`src/rtl/seq_pkg.sv`:
```
// seq_pkg: shared FSM state type and default sizing for the serial pattern transmitter.
package seq_pkg;
  localparam int PAT_W_DEF = 8;
  localparam int GAP_CYC_DEF = 2;
  typedef enum logic [2:0] {IDLE, SHIFT, GAP, PARITY, DONE} state_t;
endpackage

```
`src/rtl/seq_cnt.sv`:
```
// seq_cnt: loadable down-counter with zero flag.
module seq_cnt #(
  parameter int W = 4
) (
  input  logic         clk,
  input  logic         reset,
  input  logic         load,
  input  logic         en,
  input  logic [W-1:0] d,
  output logic [W-1:0] q,
  output logic         zero
);
  always_ff @(posedge clk or negedge reset)
    if (!reset) q <= '0;
    else if (load) q <= d;
    else if (en) q <= q - 1'b1;
  assign zero = q == '0;
endmodule

```
`src/rtl/seq_pattern_tx.sv`:
```
// seq_pattern_tx: serial pattern transmitter with repetitions and idle gaps.
// Define SEQ_TX_PARITY_EN to append an even-parity bit after every pass.
module seq_pattern_tx import seq_pkg::*; #(
  parameter int PAT_W = PAT_W_DEF,
  parameter int GAP_CYC = GAP_CYC_DEF
) (
  input  logic                     clk,
  input  logic                     reset,
  input  logic                     start,
  input  logic [PAT_W-1:0]         pattern,
  input  logic [$clog2(PAT_W):0]   len,
  input  logic [3:0]               reps,
  output logic                     outbit,
  output logic                     outvalid,
  output logic                     busy,
  output logic                     done
);
  localparam int LW = $clog2(PAT_W) + 1;
  localparam int IW = PAT_W > 1 ? $clog2(PAT_W) : 1;
  localparam int GW = GAP_CYC > 1 ? $clog2(GAP_CYC) : 1;
  state_t st, nst;
  logic [PAT_W-1:0] pat_r, mask;
  logic [IW-1:0] li_r, li_in, id, idx, im1;
  logic [LW-1:0] len_c;
  logic [3:0] rep_r;
  logic [GW-1:0] gcnt;
  logic cap, iload, ien, izero, gload, gen, gzero, rdec, nbit, pass_end;
  assign len_c = len > LW'(PAT_W) ? LW'(PAT_W) : len;
  assign li_in = IW'(len_c - 1'b1);
  assign mask = {PAT_W{1'b1}} >> (LW'(PAT_W) - len_c);
  assign im1 = IW'(idx - 1'b1);
  seq_cnt #(.W(IW)) u_bit (.clk(clk), .reset(reset), .load(iload), .en(ien), .d(id), .q(idx), .zero(izero));
  seq_cnt #(.W(GW)) u_gap (.clk(clk), .reset(reset), .load(gload), .en(gen), .d(GW'(GAP_CYC - 1)), .q(gcnt), .zero(gzero));
  always_comb begin
    nst = st;
    cap = 1'b0;
    iload = 1'b0;
    ien = 1'b0;
    id = li_r;
    gload = 1'b0;
    gen = 1'b0;
    rdec = 1'b0;
    nbit = 1'b0;
    pass_end = 1'b0;
    case (st)
      IDLE: if (start && len != '0) begin
        nst = SHIFT;
        cap = 1'b1;
        iload = 1'b1;
        id = li_in;
        nbit = pattern[li_in];
      end
      SHIFT: if (!izero) begin
        ien = 1'b1;
        nbit = pat_r[im1];
      end
`ifdef SEQ_TX_PARITY_EN
      else begin
        nst = PARITY;
        nbit = ^pat_r;
      end
`else
      else pass_end = 1'b1;
`endif
      GAP: if (gzero) begin
        nst = SHIFT;
        iload = 1'b1;
        nbit = pat_r[li_r];
      end else gen = 1'b1;
      PARITY: pass_end = 1'b1;
      DONE: nst = IDLE;
      default: nst = IDLE;
    endcase
    // End of a pass: either finish, rest in GAP, or restart the pattern immediately.
    if (pass_end) begin
      if (rep_r == '0) nst = DONE;
      else if (GAP_CYC > 0) begin
        rdec = 1'b1;
        nst = GAP;
        gload = 1'b1;
      end else begin
        rdec = 1'b1;
        nst = SHIFT;
        iload = 1'b1;
        nbit = pat_r[li_r];
      end
    end
  end
  always_ff @(posedge clk or negedge reset)
    if (!reset) begin
      st <= IDLE;
      pat_r <= '0;
      li_r <= '0;
      rep_r <= '0;
      outbit <= 1'b0;
      outvalid <= 1'b0;
      busy <= 1'b0;
      done <= 1'b0;
    end else begin
      st <= nst;
      if (cap) begin
        pat_r <= pattern & mask;
        li_r <= li_in;
        rep_r <= reps;
      end else if (rdec) rep_r <= rep_r - 1'b1;
      outbit <= nbit;
      outvalid <= nst == SHIFT || nst == PARITY;
      busy <= nst != IDLE;
      done <= nst == DONE;
    end
endmodule
```
`config.mk`:
```
export PLATFORM = sky130hd
export DESIGN_NAME = seq_pattern_tx
export DESIGN_NICKNAME = d
export VERILOG_FILES = /design/src/rtl/seq_pkg.sv /design/src/rtl/seq_cnt.sv /design/src/rtl/seq_pattern_tx.sv
export SDC_FILE = /design/constraint.sdc
export NUM_CORES = 1
export LEC_CHECK = 0
export ABC_CLOCK_PERIOD_IN_PS = 2400
export CAP_MARGIN = 20
export CELL_PAD_IN_SITES_DETAIL_PLACEMENT = 1
export CELL_PAD_IN_SITES_GLOBAL_PLACEMENT = 2
export CORE_ASPECT_RATIO = 0.6
export CORE_MARGIN = 8
export CORE_UTILIZATION = 33
export CTS_CLUSTER_DIAMETER = 200
export DETAILED_ROUTE_END_ITERATION = 16
export HOLD_SLACK_MARGIN = 0.05
export PLACE_DENSITY_LB_ADDON = 0.1
export RECOVER_POWER = 100
export SLEW_MARGIN = 20
export SYNTH_ARGS = -nofsm -noshare
export SYNTH_HDL_FRONTEND = slang
export SYNTH_HIERARCHICAL = 1
export SYNTH_SLANG_ARGS = --single-unit
```
`constraint.sdc`:
```
create_clock -name clk -period 2.4 [get_ports clk]
set_input_delay 0.36 -clock clk [delete_from_list [all_inputs] [get_ports clk]]
set_output_delay 0.36 -clock clk [all_outputs]
set_load 0.02 [all_outputs]
```
== After elaboration in Yosys (flattened, before gate mapping) ==
Index checks and enable logic that the tools add are counted.

* Flip-flop bits (word level): 26
* Output and inout port bits: 4
* Logic and storage cells: 74

* Add/subtract/negate cells: 5
* Order comparisons: 4
* Equality and inequality tests: 6
* Shifts and indexed selects: 1
* Multiplexer cells: 36
* Bitwise operators: 1
* Reduce and logical (&&, ||, !) cells: 11

{| class="wikitable"
|+ Operator list
! cell !! count
|-
| 2-to-1 mux 3 bit || 8
|-
| 2-to-1 mux 1 bit || 18
|-
| < comparator 3 x 4 -> 1 bit (second input constant) || 3
|-
| 2-to-1 mux 4 bit || 3
|-
| binary-select mux 1 bit (select 3 bit) || 3
|-
| equality test 3 x 2 -> 1 bit (second input constant) || 3
|-
| one-hot mux 3 bit (3 select lines) || 1
|-
| AND 8 bit || 1
|-
| >> shifter 8 x 4 -> 8 bit (first input constant) || 1
|-
| equality test 3 x 1 -> 1 bit (second input constant) || 2
|-
| zero test 3 bit || 2
|-
| nonzero test 2 bit || 3
|-
| subtractor 3 x 1 -> 3 bit (second input constant) || 2
|-
| > comparator 4 bit (second input constant) || 1
|-
| zero test 4 bit || 1
|-
| one-hot mux 1 bit (2 select lines) || 2
|-
| nonzero test 4 bit || 1
|-
| subtractor 4 x 1 -> 4 bit (second input constant) || 1
|-
| subtractor 4 bit (first input constant) || 1
|-
| equality test 3 bit (second input constant) || 1
|-
| one-hot mux 1 bit (3 select lines) || 1
|-
| nonzero test 3 bit || 1
|-
| OR reduction 2 bit || 1
|-
| logical AND 1 bit || 1
|-
| 2 further kinds || 2
|}

== Logic depth before layout (Yosys ltp) ==
Gate-level depths: netlist of run 1.

* Word-level depth: 7
* Gate-level depth with buffers: 9

== Hierarchy ==
The synthesis of run 1 kept the hierarchy.

{| class="wikitable"
|+ Modules (own cells, without submodules)
! module !! times used !! cells an instance !! area each (sq um)
|-
| seq_pattern_tx || 1 || 125 || 1271.2
|-
| seq_cnt (u_bit) || 1 || 19 || 171.4
|-
| seq_cnt (u_gap) || 1 || 5 || 46.3
|}

== Worst setup path after synthesis of run 1 ==
OpenSTA, ideal clock, no wires.

* Path kind: input -> register
* Start: in len[0]
* End: reg outbit
* Data arrival time: 1827 ps
* Data required time: 2267 ps
* Setup slack: 441 ps
* Stages: 8
* Cells stage by stage: nor2b_1 -> clkbuf_1 -> inv_1 -> ha_1 -> xnor2_1 -> mux4_2 -> nand2_1 -> nand4b_1

* Word-level cells in the longest chain between the ends: 7
* Elaborated cells on any way between the ends: 9

{| class="wikitable"
|+ RTL lines
! item !! line !! source
|-
| start: declaration || seq_pattern_tx.sv:11 || <nowiki>input logic [$clog2(PAT_W):0] len,</nowiki>
|-
| > comparator 4 bit || seq_pattern_tx.sv:28 || <nowiki>assign len_c = len > LW'(PAT_W) ? LW'(PAT_W) : len;</nowiki>
|-
| 2-to-1 mux 4 bit * || seq_pattern_tx.sv:28 ||
|-
| subtractor 3 x 1 -> 3 bit * || seq_pattern_tx.sv:29 || <nowiki>assign li_in = IW'(len_c - 1'b1);</nowiki>
|-
| via li_in[0] || seq_pattern_tx.sv:23 || <nowiki>logic [IW-1:0] li_r, li_in, id, idx, im1;</nowiki>
|-
| binary-select mux 1 bit (select 3 bit) * || seq_pattern_tx.sv:51 || <nowiki>nbit = pattern[li_in];</nowiki>
|-
| 2-to-1 mux 1 bit (implied by the code) * || seq_pattern_tx.sv:51 ||
|-
| 2-to-1 mux 1 bit * || seq_pattern_tx.sv:46 || <nowiki>IDLE: if (start && len != '0) begin</nowiki>
|-
| one-hot mux 1 bit (3 select lines) * || seq_pattern_tx.sv:45 || <nowiki>case (st)</nowiki>
|-
| via nbit || seq_pattern_tx.sv:27 || <nowiki>logic cap, iload, ien, izero, gload, gen, gzero, rdec, nbit, pass_end;</nowiki>
|-
| end signal: assignment || seq_pattern_tx.sv:106 || <nowiki>outbit <= nbit;</nowiki>
|-
| end: declaration || seq_pattern_tx.sv:13 || <nowiki>output logic outbit,</nowiki>
|}

Mark *: on every way through the listed nets, which the timed path passes. The rest lies on a longest branch. The select of a mux whose other input is x is not followed.
A chain may end at the register's enable or synchronous reset.

== Worst setup path in the final report of run 1 ==
* Start: in len[3]
* End: reg outbit

* Word-level cells in the longest chain between the ends: 7
* Elaborated cells on any way between the ends: 9

{| class="wikitable"
|+ RTL lines
! item !! line
|-
| > comparator 4 bit || seq_pattern_tx.sv:28
|-
| 2-to-1 mux 4 bit || seq_pattern_tx.sv:28
|-
| subtractor 3 x 1 -> 3 bit || seq_pattern_tx.sv:29
|-
| via li_in[0] || seq_pattern_tx.sv:23
|-
| binary-select mux 1 bit (select 3 bit) || seq_pattern_tx.sv:51
|-
| 2-to-1 mux 1 bit (implied by the code) || seq_pattern_tx.sv:51
|-
| 2-to-1 mux 1 bit || seq_pattern_tx.sv:46
|-
| one-hot mux 1 bit (3 select lines) || seq_pattern_tx.sv:45
|-
| via nbit || seq_pattern_tx.sv:27
|}

The timed path passes the listed nets, and every way through them passes these cells. The select of a mux whose other input is x is not followed.

==> flow_summary_export.csv, run 1 <==
group,metric,value,unit
placed_design,gp_congestion,0.744,
synth,synth.yosys.seq_area_share,43.7,%
synth,synthesis.nets,174,
synth,yosysWarnings,6,
final_layout,area_delta_synth_final,27.5,%
timing,slew_headroom,1.18,%
power_and_ir_drop,p_per_area,1200,nW/um^2
timing,period_needed,2170,ps
drt,vias,1197,
final_layout,layout-drive-gt1-share,11.6,%
synth,netlist_top_cells_count,"dfrtp_1 (26), nand2_1 (21), inv_1 (12), nor2_1 (12), o21ai_0 (9)",
synth,syn_inst,149,
global_route,grt_pass1_wl,6820,um
power_and_ir_drop,vdd_drop_max,0.480,mV
floorplan,die-area,6990,um^2
floorplan,fp.dieH,68.0,um
worst_setup_path,slowest_delay,560,ps
timing,worstMarginPinSlew,1480,ps
floorplan,rows,19,
final_layout,nets,207,
timing,setup-violations-final,0,
worst_setup_path,required,2560,ps
placed_design,dpl.hpwl,3100,um
worst_setup_path,setup.worst_path.end_class,"flip-flop",
clock_tree,cts_buffer_depth,2,
worst_setup_path,arrival,2340,ps
global_route,grt_max_degree,27,
placed_design,placed_cell_area,1850,um^2
synth,yosys-top-cells-area,"dfrtp_1 (44%), mux4_2 (6.1%), nand2_1 (5.3%)",
clock_tree,cts_hold_buf,0,
power_and_ir_drop,p_leak,0.853,nW
placed_design,dp_slack,76.6,ps
synth,synth_edf_count,0,
placed_design,portBuffers,22,
timing,hold_violations,0,
run_status,outcome,"completed",
drt,wl,3950,um
floorplan,pin_count,23,
worst_setup_path,crit_buf_inv,3,
clock_tree,clock_sinks,26,
drt,dr.pass1.iters,4,
worst_setup_path,cp_max_fo,5,
clock_tree,cts_root_buffer,"clkbuf_8",
timing,report.final.slew_viol_count,0,
synth,ys_ff_latch,26,
synth,synth_flop_cell,"dfrtp_1",
timing,min_period_over_period,90.5,%
timing,setup_tns,0,ps
synth,syn_area,1490,um^2
clock_tree,numCtsBuffers,3,
worst_setup_path,cp_slowest_cell,"dlygate4sd3_1",
drt,routed_via_density,4.91,
worst_setup_path,path_class,"in -> reg",
timing,worst_slack,227,ps
synth,synth_most_common_cell,"dfrtp_1",
global_route,grt_overflow,0,
worst_setup_path,critPathTopFamily,"buffers and inverters",
flow_run,maxCapViolations,0,
global_route,antenna_found_initial,0,
drt,final_antenna_net_count,0,
synth,synth_area_per_cell,9.99,um^2
timing,finClkSkew,3.09,ps
min_path,min_path_type,"reg -> reg",
global_route,grt_pass1_vias,1283,
drt,initialDrtViolationCount,40,
worst_setup_path,crit_chain,"dlygate4sd3_1 -> nor2b_1 -> inv_1 -> ha_1 -> xnor2_1 -> clkbuf_1 -> mux4_2 -> nand2_1 -> nand4b_1",
final_layout,post-route-cell-area,1900,um^2
drt,wl_per_cell,16.2,um
clock_tree,htreeDepth,1,
floorplan,start_util,33.5,%
floorplan,die_w,103,um
global_route,track_usage,13.1,%
timing,grt_setup_unrepaired,"no",
clock_tree,ctsResizeCount,0,
worst_setup_path,critPathLaunchType,"input port",
clock_tree,cts.reportedPaths.clkPinSlew,100,ps
synth,yosysTopAreaCell,"dfrtp_1",
timing,fmax,460,MHz
final_layout,antennaDiodeCount,0,
synth,synth_cell_type_count,39,
clock_tree,cts_tree,"yes",
clock_tree,post-cts-setup-buffer-count,0,
synth,yosys.area.top_type_share,43.7,%
clock_tree,clk-insertion-delay-late,280,ps
drt,drcViolationCount,0,
synth,async_flop_share,100,%
floorplan,core_area,4450,um^2
## worst min-delay path, stage by stage, from the launching register on
cell	delay (ps)
dfrtp_1	400
nand2_1	70
nand2_1	50
## state kept, by name, summed over array words and instances, names as in the netlist
signal    count
pat_r         8
rep_r         4
li_r          3
st            3
u_bit/q       3
busy          1
done          1
outbit        1
outvalid      1
u_gap/q       1
## where the power goes
part           leakage, nW  total (mW)  switching (mW)  internal, mW
Sequential           0.323       0.828           0.193         0.635
Combinational        0.494        1.08           0.516         0.560
Clock               0.0357       0.376           0.152         0.224
## final cells by class
class | count | area (um^2)
multi-input cells | 107 | 756
clock inverters | 1 | 30.0
repair buffers | 32 | 297
flip-flops and latches | 26 | 651
fillers | 514 | 2550
inverters | 12 | 45.0
clock buffers | 3 | 41.3
well taps | 63 | 78.8
## per-stage QoR
step                      power [mW]  hold WS, ps  utilization, %  std cells
after floorplan                 1.57         64.4               -        149
after global placement          1.93          500            41.6        240
after detailed placement        1.96          524            41.6        240
final                           2.28          537            42.7        244
after CTS                       2.35          459            43.2        244
after global routing            2.50          599            42.7        244
## cells by family after synthesis
| group | count (synthesis) | share of synthesized area [%] |
|---|---|---|
| buffers and inverters | 16 | 4.71 |
| flip-flops | 26 | 43.7 |
| AND/OR/NAND/NOR | 57 | 19.8 |
| AO/OA/AOI/OAI | 30 | 14.5 |
| XOR/XNOR | 4 | 2.35 |
| adder cells (fa/ha/maj) | 6 | 5.04 |
| multiplexers | 9 | 9.58 |
| other | 1 | 0.252 |
## cell usage in the layout, fill, tap and decap left out, types with 3 or more instances in the layout
cell             netlist  layout
a21oi_1                3       3
nand2b_1               3       3
clkbuf_8               0       3
buf_4                  0       6
o21ai_0                9      11
mux4_2                 4       4
nor2_1                12      13
xnor2_1                4       4
clkdlybuf4s50_1        0      16
nor3_1                 4       4
inv_1                 12      12
clkbuf_1               1       3
a32o_1                 3       3
dfrtp_1               26      26
ha_1                   6       6
dlygate4sd3_1          0       6
nand2_1               21      21
mux2i_1                3       3
nand3_1                3       3
## path summary, 6_finish.rpt
path / to / startpoint / slack, ps / depth (start not counted)
worst max-delay path: outbit / len[3] / 230 / 9
worst min-delay path: pat_r[1] / pat_r[1] / 540 / 2
worst max register to register: rep_r[1] / u_bit/q[0] / 270 / 7
worst min register to register: pat_r[1] / pat_r[1] / 540 / 2
max in group asynchronous: pat_r[2] / reset / 590 / 2
min in group asynchronous: rep_r[1] / reset / 950 / 2
## per-layer routing
metal / track usage (%) / share of wire, % / wire length (um) / vias to the layer above
met5: 0 / 0 / 0 / -
met4: 5.99 / 1.8 / 70 / 0
li1: - / - / - / 584
met2: 17.8 / 38 / 1500 / 26
met1: 18.8 / 55 / 2190 / 583
met3: 3.65 / 4.8 / 190 / 4
No activity file was read; power rests on OpenSTA's default activity.
==> run 2: changes to the inputs <==
Settings changed: CTS_BUF_LIST set to sky130_fd_sc_hd__clkbuf_16.
==> run 2 against run 1 <==
Wire length decreased by 1.2%; via count shrank 0.33%; fmax up 2.6%; clock skew rose by 2.4 ps; total power rose by 5.3%; worst hold slack got worse by 5.9 ps; critical path type is now reg -> reg; critical endpoint is now rep_r[1]; largest cell class unchanged.
==> flow_summary_export.csv, run 2 (synthesized netlist as in run 1, its figures left out) <==
group,metric,value,unit
run_status,outcome,"completed",
clock_tree,cts_hold_buf,0,
drt,vias,1193,
timing,worst_slack,282,ps
placed_design,gp_congestion,0.744,
clock_tree,ctsResizeCount,0,
floorplan,rows,19,
timing,period_needed,2120,ps
timing,report.final.slew_viol_count,0,
clock_tree,cts_root_buffer,"clkbuf_16",
drt,met1Wirelength,2100,um
floorplan,die_w,103,um
final_layout,multi_input_area,756,um^2
drt,routed_via_density,4.89,
drt,final_antenna_net_count,0,
timing,slew_headroom,3.42,%
clock_tree,clock_sinks,26,
timing,setup-violations-final,0,
global_route,grt_pass1_vias,1312,
floorplan,core_area,4450,um^2
worst_setup_path,path_class,"reg -> reg",
drt,wl_per_cell,16.0,um
placed_design,dp_slack,76.6,ps
power_and_ir_drop,vdd_drop_max,0.493,mV
drt,maxUsedRoutingLayer,"met4",
final_layout,layout-drive-gt1-share,12.2,%
worst_setup_path,required,2550,ps
floorplan,die-area,6990,um^2
floorplan,fp.dieH,68.0,um
global_route,grt_pass1_wl,6820,um
timing,min_period_over_period,88.2,%
power_and_ir_drop,p_leak,0.872,nW
floorplan,pin_count,23,
final_layout,regArea,651,um^2
flow_run,maxCapViolations,0,
timing,finClkSkew,5.51,ps
clock_tree,htreeDepth,1,
final_layout,final_cell_mix,"dfrtp_1 (26), nand2_1 (21), clkdlybuf4s50_1 (16)",
clock_tree,cts_tree,"yes",
final_layout,fin_cells,244,
timing,fmax,472,MHz
final_layout,nets,207,
worst_setup_path,arrival,2260,ps
drt,drcViolationCount,0,
drt,wl_met3,182,um
placed_design,portBuffers,22,
final_layout,final_common_cell,"dfrtp_1",
clock_tree,post-cts-setup-buffer-count,0,
final_layout,antennaDiodeCount,0,
drt,dr.pass1.iters,4,
clock_tree,cts.reportedPaths.clkPinSlew,70,ps
timing,setup_tns,0,ps
worst_setup_path,setup.worst_path.end_class,"flip-flop",
timing,holdWs,532,ps
placed_design,place_inst,240,
timing,hold_violations,0,
final_layout,area_delta_synth_final,30.0,%
timing,worstMarginPinSlew,1450,ps
final_layout,top_regs,"pat_r x8, rep_r x4",
min_path,min_path_type,"reg -> reg",
power_and_ir_drop,p_per_area,1240,nW/um^2
drt,wl,3900,um
timing,grt_setup_unrepaired,"no",
clock_tree,numCtsBuffers,3,
final_layout,fin_util,43.5,%
clock_tree,clk-insertion-delay-late,270,ps
final_layout,fillers,511,
floorplan,start_util,33.5,%
global_route,grt_max_degree,27,
final_layout,top_register,"pat_r",
drt,initialDrtViolationCount,43,
global_route,antenna_found_initial,0,
worst_setup_path,cp_max_fo,5,
global_route,track_usage,12.8,%
worst_setup_path,critPathLaunchType,"flip-flop",
final_layout,largest_reg_flops,8,
drt,route.met2.wl,1570,um
placed_design,dpl.hpwl,3100,um
clock_tree,cts_buffer_depth,2,
global_route,grt_overflow,0,
run 2: cell count changes in the layout (fill, tap and decap cells not counted):
cell / previous run / this run
clkbuf_16: 0 / 3
clkbuf_1: 3 / 2
buf_4: 6 / 7
clkbuf_8: 3 / 0
run 2: metrics by stage:
stage	instance area (um^2)	total power, mW
floorplan	1490	1.57
global placement	1850	1.93
detailed placement	1850	1.96
CTS	1960	2.47
global route	1940	2.62
finish	1940	2.40
run 2: final timing paths:
kind / start / end / slack (ps) / depth (start not counted)
setup / recovery: u_bit/q[0] / rep_r[1] / 280 / 7
hold / removal: pat_r[1] / pat_r[1] / 530 / 2
min in group asynchronous: reset / rep_r[1] / 960 / 2
setup reg to reg: u_bit/q[0] / rep_r[1] / 280 / 7
max in group asynchronous: reset / pat_r[7] / 590 / 2
hold reg to reg: pat_r[1] / pat_r[1] / 530 / 2
run 2: cell type report:
cell class	count	area share, %
clock buffer	3	3.88
sequential	26	33.6
tap	63	4.07
timing repair buffer	32	15.5
multi-input combinational	107	39.0
inverter	12	2.33
clock inverter	1	1.55
run 2: metal layers:
metal,up-vias,track usage [%]
met5,-,0
met4,0,4.90
met3,5,3.05
met2,24,18.8
met1,580,18.0
li1,584,-
run 2: report_power, final:
part	internal (mW)	leakage, nW	switching [mW]	total (mW)
Sequential	0.636	0.323	0.190	0.826
Clock	0.333	0.0511	0.168	0.500
Combinational	0.561	0.498	0.513	1.07
Total	1.53	0.872	0.871	2.40
run 2: critical path, stage by stage (launching register included):
cell	delay [ps]
dfrtp_1	460
inv_1	90
ha_1	150
ha_1	180
nor2_1	70
or3b_1	470
and2_0	250
a221o_1	320
